==> src/rtl/button_event_decoder.sv <==
// Turns the debounced button level into single-cycle press/release/click/long/double
// event pulses plus a registered "held" level; every output is a flop.
module button_event_decoder #(
    parameter int CLK_PERIOD_NS   = 10,
    parameter int LONG_PRESS_MS   = 1000,
    parameter int DOUBLE_CLICK_MS = 300
) (
    input  logic clk_in,
    input  logic rst_in,
    input  logic clean_in,
    output logic press_pulse_out,
    output logic release_pulse_out,
    output logic short_press_out,
    output logic long_press_out,
    output logic double_click_out,
    output logic held_out
);

    localparam longint LONG_CYCLES_L = longint'(LONG_PRESS_MS) * 1_000_000 / CLK_PERIOD_NS;
    localparam longint GAP_CYCLES_L  = longint'(DOUBLE_CLICK_MS) * 1_000_000 / CLK_PERIOD_NS;
    localparam int     LONG_CYCLES   = int'(LONG_CYCLES_L);
    localparam int     GAP_CYCLES    = int'(GAP_CYCLES_L);
    localparam int     MAX_CYCLES    = (LONG_CYCLES > GAP_CYCLES) ? LONG_CYCLES : GAP_CYCLES;
    localparam int     CNT_W         = $clog2(MAX_CYCLES + 1);

    localparam logic [CNT_W-1:0] LONG_TERM = CNT_W'(LONG_CYCLES - 1);
    localparam logic [CNT_W-1:0] GAP_TERM  = CNT_W'(GAP_CYCLES - 1);

    generate
        if (LONG_CYCLES < 2 || GAP_CYCLES < 2) begin : g_bad_params
            $error("button_event_decoder: LONG_CYCLES and GAP_CYCLES must both be >= 2");
        end
    endgenerate

    localparam logic [2:0] S_IDLE           = 3'd0;
    localparam logic [2:0] S_PRESSED        = 3'd1;
    localparam logic [2:0] S_LONG_HELD      = 3'd2;
    localparam logic [2:0] S_WAIT_GAP       = 3'd3;
    localparam logic [2:0] S_SECOND_PRESSED = 3'd4;

    logic [2:0]       state_q, state_d;
    logic [CNT_W-1:0] cnt_q, cnt_d;
    logic             prev_q;
    logic             press_q, press_d;
    logic             release_q, release_d;
    logic             short_q, short_d;
    logic             long_q, long_d;
    logic             double_q, double_d;
    logic             held_q, held_d;
    logic             rise, fall;

    assign rise = clean_in & ~prev_q;
    assign fall = ~clean_in & prev_q;

    always_comb begin
        state_d   = state_q;
        cnt_d     = cnt_q;
        press_d   = 1'b0;
        release_d = 1'b0;
        short_d   = 1'b0;
        long_d    = 1'b0;
        double_d  = 1'b0;
        case (state_q)
            S_IDLE: begin
                if (rise) begin
                    press_d = 1'b1;
                    cnt_d   = '0;
                    state_d = S_PRESSED;
                end
            end
            S_PRESSED: begin
                // A release on the terminal-count edge beats the long press.
                if (fall) begin
                    release_d = 1'b1;
                    cnt_d     = '0;
                    state_d   = S_WAIT_GAP;
                end else if (cnt_q == LONG_TERM) begin
                    long_d  = 1'b1;
                    state_d = S_LONG_HELD;
                end else begin
                    cnt_d = cnt_q + CNT_W'(1);
                end
            end
            S_LONG_HELD: begin
                if (fall) begin
                    release_d = 1'b1;
                    state_d   = S_IDLE;
                end
            end
            S_WAIT_GAP: begin
                // A second press on the terminal-count edge beats the short click.
                if (rise) begin
                    press_d  = 1'b1;
                    double_d = 1'b1;
                    state_d  = S_SECOND_PRESSED;
                end else if (cnt_q == GAP_TERM) begin
                    short_d = 1'b1;
                    state_d = S_IDLE;
                end else begin
                    cnt_d = cnt_q + CNT_W'(1);
                end
            end
            S_SECOND_PRESSED: begin
                if (fall) begin
                    release_d = 1'b1;
                    state_d   = S_IDLE;
                end
            end
            default: begin
                state_d = S_IDLE;
                cnt_d   = '0;
            end
        endcase
        held_d = (state_d == S_PRESSED) || (state_d == S_LONG_HELD) ||
                 (state_d == S_SECOND_PRESSED);
    end

    always_ff @(posedge clk_in or posedge rst_in) begin
        if (rst_in) begin
            state_q   <= S_IDLE;
            cnt_q     <= '0;
            prev_q    <= 1'b0;
            press_q   <= 1'b0;
            release_q <= 1'b0;
            short_q   <= 1'b0;
            long_q    <= 1'b0;
            double_q  <= 1'b0;
            held_q    <= 1'b0;
        end else begin
            state_q   <= state_d;
            cnt_q     <= cnt_d;
            prev_q    <= clean_in;
            press_q   <= press_d;
            release_q <= release_d;
            short_q   <= short_d;
            long_q    <= long_d;
            double_q  <= double_d;
            held_q    <= held_d;
        end
    end

    assign press_pulse_out   = press_q;
    assign release_pulse_out = release_q;
    assign short_press_out   = short_q;
    assign long_press_out    = long_q;
    assign double_click_out  = double_q;
    assign held_out          = held_q;

endmodule

==> config.mk <==
export PLATFORM = sky130hd
export DESIGN_NAME = button_event_decoder
export DESIGN_NICKNAME = d
export VERILOG_FILES = /design/src/rtl/button_event_decoder.sv
export SDC_FILE = /design/constraint.sdc
export NUM_CORES = 1
export LEC_CHECK = 0
export ABC_AREA = 1
export ABC_CLOCK_PERIOD_IN_PS = 2200
export CAP_MARGIN = 20
export CELL_PAD_IN_SITES_DETAIL_PLACEMENT = 1
export CELL_PAD_IN_SITES_GLOBAL_PLACEMENT = 1
export CORE_MARGIN = 2
export CORE_UTILIZATION = 44
export CTS_BUF_LIST = sky130_fd_sc_hd__clkbuf_16
export CTS_CLUSTER_SIZE = 16
export DETAILED_ROUTE_END_ITERATION = 10
export MAX_ROUTING_LAYER = met4
export PLACE_DENSITY = 0.91
export SLEW_MARGIN = 20
export SYNTH_ARGS = -nofsm -noshare
export SYNTH_HDL_FRONTEND = slang
export SYNTH_SLANG_ARGS = --single-unit
==> constraint.sdc <==
create_clock -name clk_in -period 2.2 [get_ports clk_in]
set_input_delay 0.44 -clock clk_in [delete_from_list [all_inputs] [get_ports clk_in]]
set_output_delay 0.44 -clock clk_in [all_outputs]
set_load 0.03 [all_outputs]
==> results <==
[metrics by stage]
stage | std cells | hold WS (ps) | TNS (ps)
after floorplan | 427 | 471.4 | 0
after global placement | 510 | 519.1 | 0
after detailed placement | 510 | 545.1 | -53.16
after CTS | 518 | 558.6 | 0
after global routing | 518 | 596.0 | 0
final | 518 | 550.7 | 0
[tightest hold or removal path, stage by stage, from the launching register on]
cell and delay (ps):
dfrtp_1 390, nand2_1 70, nand2_1 60
[area by class of cell]
type	count	area (sq um)	share of cell area (%)
repair buffers	19	175.2	5.609
multi-input cells	337	1607	51.44
inverters	42	158.9	5.088
well taps	75	93.84	3.005
clock inverters	3	37.54	1.202
clock buffers	5	125.1	4.006
flip-flops and latches	37	925.9	29.65
[synthesized netlist by cell type, drive strengths merged, types with 2 or more instances]
| cell type | n | area (sq um) |
|---|---|---|
| a211oi | 5 | 37.54 |
| a21oi | 7 | 35.03 |
| buf | 8 | 75.06 |
| clkbuf | 3 | 11.26 |
| dfrtp | 37 | 925.9 |
| inv | 41 | 153.9 |
| nand2 | 168 | 648.1 |
| nand3 | 41 | 217.7 |
| nand4 | 5 | 31.28 |
| nor2 | 64 | 294.0 |
| nor3 | 3 | 26.28 |
| o2111ai | 7 | 61.31 |
| o21ai | 24 | 146.4 |
| o21bai | 2 | 15.01 |
| xnor2 | 2 | 17.52 |
| xor2 | 4 | 35.03 |
[kinds of logic after synthesis]
group                      after synthesis  share of synthesized area, %
DFF                                     37                         33.33
buffers and inverters                   53                         8.828
AOI/OAI and AO/OA                       48                         11.44
xor gates and xnor gates                 6                         1.892
and+or+nand+nor                        282                         44.05
adders and majority gates                1                        0.4504
[registers in the layout, indices dropped and copies added (netlist names)]
name and count:
short_press_out 1, press_pulse_out 1, held_out 1, prev_q 1, release_pulse_out 1, state_q 3, double_click_out 1, cnt_q 27
long_press_out 1
[where the power goes]
part	leakage (nW)	total [mW]	switching [mW]	internal, mW
Combinational	0.808	0.849	0.618	0.231
Clock	0.0826	0.807	0.281	0.527
Sequential	0.509	0.751	0.0251	0.726
[path summary, 6_finish.rpt]
kind / start / end
setup / recovery: state_q[2] / cnt_q[20]
hold / removal: cnt_q[23] / cnt_q[23]
setup reg to reg: state_q[2] / cnt_q[20]
hold reg to reg: cnt_q[23] / cnt_q[23]
max in group asynchronous: rst_in / cnt_q[17]
min in group asynchronous: rst_in / cnt_q[3]
[per-layer routing]
layer | global-route usage (%) | vias to the layer above
met2 | 45.97 | 71
met5 | - | -
met3 | 5.143 | 26
met1 | 33.66 | 1396
met4 | 9.531 | 0
li1 | - | 1401
==> metrics.txt <==
DRC viols=0; crit-path cells=nor2_4, inv_2, nor2_4, nand2_2, o21ai_2, nor2_4, nand3_4, nand2_1, nand2_1; max cap viols=0; leak pwr=1.400 nW; Worst EP arrival=2180 ps; routed vias=2894; critical path startpoint category=register; vias in the first global route=2974; Final Util=51.83%; Clk pin slew, worst setup/hold paths=60 ps; Pwr per Cell Area=770.6 mW/mm^2; crit end category=register; commonest non-fill, non-tap cell in the layout=nand2_1; layout cells sized above 1=10.16%; row count=28; clk_lat worst skew=280 ps; Total Wirelength=8.889 mm; Worst VDD drop=0.0005280 V; Post-Syn Area=0.002778 sq mm; Synth Net Count=431; number of buffers created by CTS=5; GP Congestion=0.9467; skew final=7.310 ps; Initial Utilization=46.10%; Top Family by Delay on Critical Path=simple AND/OR/NAND/NOR gates; sequential-to-total area share from yosys stat=33.33%; Starting DRT DRC Count=174; library cells used by synthesis=34; Top Layer Used=met4; Final Power=2.406 mW; Die Ht=83.46 um; Num Clock Sinks=37; Final ANT Viol Nets=0; Critical Path RT=2420 ps; Ports=9; Synth Instances=427; drt wl/cell=17.16 um; drt via density=5.587; Place WS=-45.81 ps; Worst-Margin Slew=499.5 ps; max incr delay on CP=440 ps; Area growth, synth to finish=12.43%; period utilisation layout=89.15%; Synth Flop Type=dfrtp_1; largest net degree at the start of global routing=38; Die ar.=0.006965 sq mm; Setup-failing EPs final=0; hold path depth=2; die width=83.46 um; # hold bufs at CTS=0; core area=0.006026 sq mm; TritonRoute pass-1 iters=4; NumNets Final=446; gr ovfl total=0; detailed route wirelength on metal2=4.310 mm; IO Port Bufs=8; Max FO, Critical Path=34; Fillers=836; H-Tree Depth=2; status=finished, final reports clean; most frequent cells in the layout=163 x nand2_1, 56 x nor2_1, 40 x nand3_1; Async SR Flop Fraction=100.0%; post-DP HPWL=6.569 mm; CTS max path bufs=2; average size of a mapped cell=6.505 sq um; Post-DP Area=0.002960 sq mm; Final Hold Fails=0; RSZ-0062 raised after global routing=false; Max-slew headroom=66.70%; critical setup path kind=register to register; PostCTS Resize Cnt=0; wl on met1=3.824 mm; Fmax achieved=509.9 MHz; GRT Util Overall=27.56%; Final Cell Area=0.003123 sq mm; fin. max-slew vios=0; register-to-register setup slack=240 ps; fin crit period=1961 ps; CP Depth=9; Crit-path slowest cell=dfrtp_1; CP Buf/Inv Count=1; post-route setup slack=238.8 ps; met3 WL=520 um; flop and latch count out of synthesis=37; Root Buffer=clkbuf_16; first-pass GRT wire length=14.96 mm; Reg2Reg Depth=9; Hold Crit Class=register to register; # Post-CTS Setup Buffers=0; yosys warns=0; CP most frequent cell=nor2_4; ANT cells=0; initial antenna violation count=0; CTS tree=built; EDFF count, synth=0
Power figures use the tool's default switching activity.
